<file path="config.mk">
export PLATFORM = sky130hd
export DESIGN_NAME = sortmax_datapath
export DESIGN_NICKNAME = d
export VERILOG_FILES = /design/src/rtl/sortmax_datapath.sv
export SDC_FILE = /design/constraint.sdc
export NUM_CORES = 1
export LEC_CHECK = 0
export BUFFER_PORTS_ARGS = -buffer_cell sky130_fd_sc_hd__buf_4
export CAP_MARGIN = 5
export CORE_UTILIZATION = 35
export CTS_CLUSTER_SIZE = 14
export DETAILED_ROUTE_END_ITERATION = 8
export GPL_ROUTABILITY_DRIVEN = 0
export PLACE_DENSITY_LB_ADDON = 0.08
export SLEW_MARGIN = 0
export SYNTH_ARGS = -nofsm -noshare
export SYNTH_HDL_FRONTEND = slang
export SYNTH_SLANG_ARGS = --single-unit
</file>
<file path="constraint.sdc">
create_clock -name clk -period 6.3 [get_ports clk]
set_clock_uncertainty 0.05 [all_clocks]
set_input_delay 1.26 -clock clk [delete_from_list [all_inputs] [get_ports clk]]
set_output_delay 1.26 -clock clk [all_outputs]
set_load 0.02 [all_outputs]
</file>
<file path="src/rtl/sortmax_datapath.sv">
// sortmax_datapath
//   Data-path responder for the sortmax controller. Executes the controller's
//   control lines y1..y20 (ctl[k] = y(k+1)) on a small word array and returns
//   status lines x1..x5 (stat[k] = x(k+1)). Host load/clear/start on one side,
//   a first-word-fall-through result FIFO on the other.
//
//   Ports:
//     clk, rst          clock (rising edge), asynchronous active-high reset
//     ctl[19:0]         control lines from the controller
//     stat[4:0]         status lines, combinational from registers
//     start, clr        host run request / array clear pulses (ignored while busy)
//     load_valid/ready  host word handshake, load_data is the word
//     out_valid/ready   result FIFO handshake, out_data is the FIFO head
//     busy              run in progress
//     ovf               sticky: a result push was dropped on a full FIFO
//     err_rsv           sticky: a reserved control line (y13..y20) was asserted
module sortmax_datapath #(
  parameter int unsigned WIDTH = 8,
  parameter int unsigned DEPTH = 8,
  parameter int unsigned OFIFO = 4
) (
  input  logic             clk,
  input  logic             rst,
  input  logic [19:0]      ctl,
  output logic [4:0]       stat,
  input  logic             start,
  input  logic             clr,
  input  logic             load_valid,
  output logic             load_ready,
  input  logic [WIDTH-1:0] load_data,
  output logic             out_valid,
  input  logic             out_ready,
  output logic [WIDTH-1:0] out_data,
  output logic             busy,
  output logic             ovf,
  output logic             err_rsv
);

  localparam int unsigned AW  = (DEPTH > 1) ? $clog2(DEPTH) : 1;
  localparam int unsigned CW  = $clog2(DEPTH + 1);
  localparam int unsigned PW  = (OFIFO > 1) ? $clog2(OFIFO) : 1;
  localparam int unsigned OCW = $clog2(OFIFO + 1);

  localparam logic [AW-1:0]  IMAX  = AW'(DEPTH - 1);
  localparam logic [CW-1:0]  CFULL = CW'(DEPTH);
  localparam logic [PW-1:0]  PMAX  = PW'(OFIFO - 1);
  localparam logic [OCW-1:0] OFULL = OCW'(OFIFO);

  // Array state
  logic [WIDTH-1:0] mem [DEPTH];
  logic [CW-1:0]    count;
  logic [AW-1:0]    i, j, mi;
  logic [WIDTH-1:0] mx, tmp;
  logic             go;

  // Result FIFO state
  logic [WIDTH-1:0] fifo [OFIFO];
  logic [PW-1:0]    wp, rp;
  logic [OCW-1:0]   fcnt;

  // Decoded control lines
  logic y1, y2, y3, y4, y5, y6, y7, y8, y9, y10, y11, y12;
  logic rsv_hit;

  logic load_beat;
  logic fifo_full, fifo_empty;
  logic pop, push_ok;

  always_comb begin
    y1  = ctl[0];
    y2  = ctl[1];
    y3  = ctl[2];
    y4  = ctl[3];
    y5  = ctl[4];
    y6  = ctl[5];
    y7  = ctl[6];
    y8  = ctl[7];
    y9  = ctl[8];
    y10 = ctl[9];
    y11 = ctl[10];
    y12 = ctl[11];
    rsv_hit = |ctl[19:12];
  end

  function automatic logic [PW-1:0] next_ptr(input logic [PW-1:0] p);
    return (p == PMAX) ? '0 : p + PW'(1);
  endfunction

  always_comb begin
    load_ready = !busy && (count < CFULL);
    load_beat  = load_valid && load_ready;
    fifo_full  = (fcnt == OFULL);
    fifo_empty = (fcnt == '0);
    out_valid  = !fifo_empty;
    out_data   = fifo_empty ? '0 : fifo[rp];
    pop        = out_valid && out_ready;
    // A full FIFO still accepts a push when the head leaves in the same edge.
    push_ok    = y12 && (!fifo_full || pop);
    stat       = {go, fifo_full, (count == '0), (mx >= mem[j]), (i == IMAX)};
  end

  // Array, index and host-side registers. Later assignments in this block
  // take precedence, which encodes the collision rules: y2 over y4, y1 over
  // y9/y10, y8 over y7 on the same address, clr over a same-edge load beat.
  always_ff @(posedge clk or posedge rst) begin
    if (rst) begin
      for (int unsigned k = 0; k < DEPTH; k++) begin
        mem[k] <= '0;
      end
      count   <= '0;
      i       <= '0;
      j       <= '0;
      mi      <= '0;
      mx      <= '0;
      tmp     <= '0;
      go      <= 1'b0;
      busy    <= 1'b0;
      err_rsv <= 1'b0;
    end else begin
      if (load_beat) begin
        mem[count[AW-1:0]] <= load_data;
        count              <= count + CW'(1);
      end
      if (clr && !busy) begin
        count <= '0;
      end

      if (start && !busy && (count != '0)) begin
        go <= 1'b1;
      end
      if (y2) begin
        go   <= 1'b0;
        busy <= 1'b1;
      end
      if (y11) begin
        busy <= 1'b0;
      end

      if (y4 && (i != IMAX)) begin
        i <= i + AW'(1);
      end
      if (y2) begin
        i <= '0;
      end

      if (y5 && (j != IMAX)) begin
        j <= j + AW'(1);
      end
      if (y3) begin
        j <= i;
      end

      if (y9) begin
        mx <= '0;
      end
      if (y10) begin
        mi <= i;
      end
      if (y1) begin
        mx <= mem[j];
        mi <= j;
      end

      if (y6) begin
        tmp <= mem[i];
      end
      if (y7) begin
        mem[i] <= mx;
      end
      if (y8) begin
        mem[mi] <= tmp;
      end

      if (rsv_hit) begin
        err_rsv <= 1'b1;
      end
    end
  end

  always_ff @(posedge clk or posedge rst) begin
    if (rst) begin
      for (int unsigned k = 0; k < OFIFO; k++) begin
        fifo[k] <= '0;
      end
      wp   <= '0;
      rp   <= '0;
      fcnt <= '0;
      ovf  <= 1'b0;
    end else begin
      if (push_ok) begin
        fifo[wp] <= mem[i];
        wp       <= next_ptr(wp);
      end
      if (pop) begin
        rp <= next_ptr(rp);
      end
      case ({push_ok, pop})
        2'b10:   fcnt <= fcnt + OCW'(1);
        2'b01:   fcnt <= fcnt - OCW'(1);
        default: fcnt <= fcnt;
      endcase
      if (y12 && fifo_full && !pop) begin
        ovf <= 1'b1;
      end
    end
  end

endmodule

</file>
### Yosys cells after proc, flatten, opt, wreduce, memory -nomap -nowiden

Cells that the tools add are included.

| operators by class | value |
|---|---|
| order comparisons | 12 |
| mux-type cells | 42 |
| eq/ne operators | 8 |
| bitwise gates (word level) | 6 |
| add/sub/neg operators | 7 |
| reduce and logical (&&, ||, !) cells | 32 |

Operators with widths:

| kind | number |
|---|---|
| 64-bit bitwise mux | 3 |
| 64-bit 2-to-1 mux | 3 |
| 8-bit 2-to-1 mux | 13 |
| 8-bit demux with 3-bit select | 3 |
| 8-bit binary-select mux with 3-bit select | 2 |
| 32-bit bitwise mux | 1 |
| 3-bit 2-to-1 mux | 6 |
| 8-bit binary-select mux with 2-bit select | 1 |
| 8-bit demux with 2-bit select | 1 |
| 4-bit >= comparator (second input constant) | 4 |
| 3-bit inverter with 4-bit output | 4 |
| 2-bit nonzero test | 8 |
| 1-bit logical AND | 15 |
| 4-bit by 1-bit < comparator with 1-bit output (second input constant) | 3 |
| 3-bit by 1-bit adder with 3-bit output (second input constant) | 3 |
| 8-bit >= comparator | 1 |
| 4-bit 2-to-1 mux | 2 |
| 8-bit OR reduction | 1 |
| 2-bit == test (second input constant) | 3 |
| 3-bit == test (second input constant) | 2 |
| 3-bit >= comparator (second input constant) | 2 |
| 3-bit inequality test (second input constant) | 2 |
| 2-bit inverter with 3-bit output | 2 |
| 3-bit case mux with 2 select lines | 1 |
| 13 further kinds | 21 |

| storage, ports and cells | value |
|---|---|
| output and inout port bits | 18 |
| bits in registers | 136 |
| bits of input ports | 34 |
| logic and storage cells | 132 |

### Longest topological paths before layout

| logic depth | value |
|---|---|
| word-level depth | 11 |
| depth in mapped cells | 9 |
| gate-level depth less buffers | 7 |

### Worst setup path before layout

Ideal clock, no wire load.

| timing | value |
|---|---|
| path kind | register to output |
| start point | register j[2] |
| end point | output stat[1] |
| data required time | 4.990 ns |
| setup slack | 2.650 ns |
| cell stages (with the launch flop) | 9 |
| arrival time | 2.340 ns |
| path through | dfrtp_1 -> buf_2 -> mux4_2 -> mux2_2 -> ha_1 -> nor2b_1 -> o21ai_0 -> a31oi_1 -> o21ai_0 |

| between the ends | value |
|---|---|
| word-level cells in the longest chain between the ends | 5 |

Ends and longest elaborated chain:

| what | RTL line | RTL |
|---|---|---|
| start, declared | 52 | `logic [AW-1:0] i, j, mi;` |
| start signal, assigned | 147 | `j <= j + AW'(1);` |
| start signal, assigned | 150 | `j <= i;` |
| 3-bit inverter with 4-bit output (not written as such) | 99 | `stat = {go, fifo_full, (count == '0), (mx >= mem[j]), (i == IMAX)};` |
| 8-bit binary-select mux with 3-bit select | 99 |  |
| 8-bit 2-to-1 mux (not written as such) (2 in series) | 99 |  |
| 8-bit >= comparator | 99 |  |
| end, declared | 25 | `output logic [4:0] stat,` |

Every way passes these cells. The select of a mux whose other input is x is not followed.

### Worst setup path in the final report

Ends and elaborated chain as after synthesis.

==> flow_summary.toml <==
[cells_and_area]
drive_gt1_share_pct = 18.4
layout.cells.non_filler = 1078
syn_to_final_growth_pct = 12.8
antennaDiodeCount = 0
design_area_mm2 = 0.00916
final_nets = 835
fin_util_pct = 40.3
num-fill-cells = 2216

[critical_path]
reg2reg_to = "mem[36]"
critPathRequiredTime_ps = 4990
rrSetupSlack_ps = 3470
path_class = "flip-flop to output pin"
reg2regPathDepth = 5
cp_common_cell = "o21ai_0"
critPathTopFamily = "flip-flops"
setup.worst_path.end_class = "output pin"
cp.arrival_ps = 3450
rr_startpoint = "i[2]"
cp_max_fo = 19
path_cells = "mux4_2 > mux2i_1 > ha_1 > a21oi_1 > o21ai_0 > a31oi_1 > o21ai_0 > buf_4"
startpoint_type = "flip-flop"
max_stage_delay_ps = 990
crit_buf_inv = 1
slowest_stage = "dfrtp_1"

[timing]
hold_viol_final = 0
fin_hold_ws_ps = 417
fin_setup_tns_ps = 0
tightest_slew_ps = 1360
fin_crit_ps = 4760
relSlewSlack_pct = 8.94
fmax_mhz = 210
setup_viol = 0
rsz0062_at_grt = "false"
layout_setup_ws_ps = 1540
slew_viol_final = 0
post-route-period-util_pct = 75.6

[detailed_routing]
ant_nets = 0
routed_wl_um = 27200
first_iter_violations = 565
vias_per_cell = 6.08
avgRoutedWirePerCell_um = 25.2
dr.pass1.iters = 5
vias = 6557
drc = 0

[place]
dp.cells = 1047
pre_cts_ws_ps = 1990
place_area_mm2 = 0.00857
dp_hpwl_um = 17400
portBuffers = 51

[floorplanning]
die-area_mm2 = 0.0238
start_util_pct = 35.7
core_mm2 = 0.0227
die_x_um = 154
ios = 52
die_y_um = 154
row_count = 55

[clock_network]
clk_pin_slew_ps = 70
cts_resized = 0
clock_latency_ps = 430
root_buffer = "clkbuf_16"
postCtsHoldBufs = 0
htreeDepth = 4
post-cts-setup-buffers = 0
cts_tree = "done"
cts_sinks = 136
numCtsBuffers = 17
clock_tree.buffer_depth = 2

[pwr]
power.leakage_nw = 3.75
irDropWorstVdd_mv = 0.156
powerDensity_mw_per_mm2 = 458
power_mw = 4.20

[global_routing]
antenna_found_initial = 0
grt_pass1_vias = 6528
grt.overflow.total = 0
grt_max_degree = 106
grt_pass1_wl_um = 41400
grtUsageTotal_pct = 23.8

[worst_hold_path]
hold_start = "ovf"
holdCritPathClass = "flip-flop to flip-flop"
whs_endpoint = "ovf"
hold_depth = 1

[outcome]
status = "complete, no violations"

[yosys]
synth_ff_type = "dfrtp_1"
yosys_warnings = 0
synthArstFlopShare_pct = 100
syn_area_mm2 = 0.00812
synth_cells = 771
synth.avg_cell_area_um2 = 10.5
ys_types = 61
ys_seq_area_share_pct = 41.9
yosys_register_bits = 136
synth_edf_count = 0
synth.net_count = 825

[job]
cap_violations = 0
[per-layer routing]
metal | GRT usage [%] | part of all wire (%)
met5 | 0 | 0
met4 | 10.3 | 3.7
met3 | 5.41 | 8.3
met2 | 35.8 | 44
met1 | 32.8 | 44
[sequential cells by signal, indices dropped and copies added, names as in the netlist]
signal and count:
busy 1, mi 3, mem 64, tmp 8, j 3, wp 2, ovf 1, i 3
err_rsv 1, go 1, fcnt 3, mx 8, rp 2, count 4, fifo 32
[synthesized netlist by cell type, types with 3 or more instances]
library cell | n | share of area (%)
nor3b_1 | 5 | 0.46
nor2_1 | 55 | 2.5
nand2b_1 | 7 | 0.54
a21oi_1 | 109 | 6.7
xnor2_1 | 3 | 0.32
buf_6 | 8 | 1.1
nand3_1 | 10 | 0.62
and2_1 | 10 | 0.77
buf_2 | 22 | 1.4
ha_1 | 19 | 2.9
a31oi_1 | 8 | 0.62
clkbuf_1 | 29 | 1.3
a211oi_1 | 11 | 1.0
inv_1 | 12 | 0.55
o21ai_0 | 22 | 1.4
dfrtp_1 | 136 | 42
nand4b_1 | 3 | 0.32
a21o_1 | 4 | 0.37
o22ai_1 | 65 | 5.0
mux4_2 | 24 | 6.7
buf_1 | 3 | 0.14
nand4_1 | 6 | 0.46
nor2b_1 | 8 | 0.62
nand2_1 | 21 | 0.97
buf_4 | 7 | 0.65
mux2_2 | 13 | 1.8
mux2i_1 | 102 | 13
and3_1 | 3 | 0.23
nor3_1 | 4 | 0.25
nand4bb_1 | 3 | 0.42
[cell type report]
class | instances | area (µm²) | share of cell area, %
multi-input cells | 552 | 4300 | 46.9
clock buffers | 19 | 443 | 4.84
repair buffers | 60 | 450 | 4.92
flip-flops and latches | 136 | 3400 | 37.2
inverters | 14 | 57.6 | 0.628
well taps | 285 | 357 | 3.89
clock inverters | 12 | 149 | 1.63
[kinds of logic (layout without fill, tap and decap cells)]
| family | count (synthesis) | after routing | share of synthesized area, % |
|---|---|---|---|
| flops | 136 | 136 | 41.9 |
| simple gates | 154 | 154 | 11.1 |
| mux | 140 | 140 | 21.2 |
| buf+inv | 83 | 105 | 5.24 |
| xor+xnor | 4 | 4 | 0.432 |
| compound gates | 234 | 234 | 17.0 |
| fa+ha+maj | 20 | 20 | 3.18 |
[report_power, final]
part           leakage (nW)  switching [mW]  internal (mW)  total (mW)
Clock                 0.293           0.399          0.630        1.03
Combinational          1.84           0.736          0.751        1.49
Sequential             1.62           0.448           1.23        1.68
Total                  3.75            1.58           2.61        4.20
[worst max-delay path by stage]
stage          start      end  cells past startpoint
2_1_floorplan    rst     busy                      1
3_3_place_gp    j[2]  stat[1]                      8
3_5_place_dp    j[2]  stat[1]                      8
4_1_cts         j[2]  stat[1]                      8
5_1_grt         j[2]  stat[1]                      8
6_report        j[2]  stat[1]                      8
[layout by cell type, fill, tap and decap left out, types with 2 or more instances in the layout]
| cell | instances |
|---|---|
| a211oi_1 | 11 |
| a211oi_2 | 2 |
| a21boi_1 | 2 |
| a21o_1 | 4 |
| a21oi_1 | 109 |
| a31oi_1 | 7 |
| and2_1 | 10 |
| and3_1 | 3 |
| and4_1 | 2 |
| buf_4 | 60 |
| bufinv_16 | 3 |
| clkbuf_16 | 17 |
| clkinv_2 | 5 |
| dfrtp_1 | 136 |
| ha_1 | 19 |
| inv_1 | 11 |
| inv_6 | 3 |
| mux2_2 | 13 |
| mux2i_1 | 102 |
| mux4_2 | 24 |
| nand2_1 | 21 |
| nand2b_1 | 7 |
| nand3_1 | 10 |
| nand3_2 | 2 |
| nand4_1 | 6 |
| nand4b_1 | 3 |
| nand4bb_1 | 3 |
| nor2_1 | 55 |
| nor2b_1 | 8 |
| nor3_1 | 3 |
| nor3_4 | 2 |
| nor3b_1 | 5 |
| nor4b_4 | 2 |
| o21ai_0 | 22 |
| o22ai_1 | 65 |
| o31a_1 | 2 |
| or3_1 | 2 |
| xnor2_1 | 3 |
No activity file was read; power rests on OpenSTA's default activity.
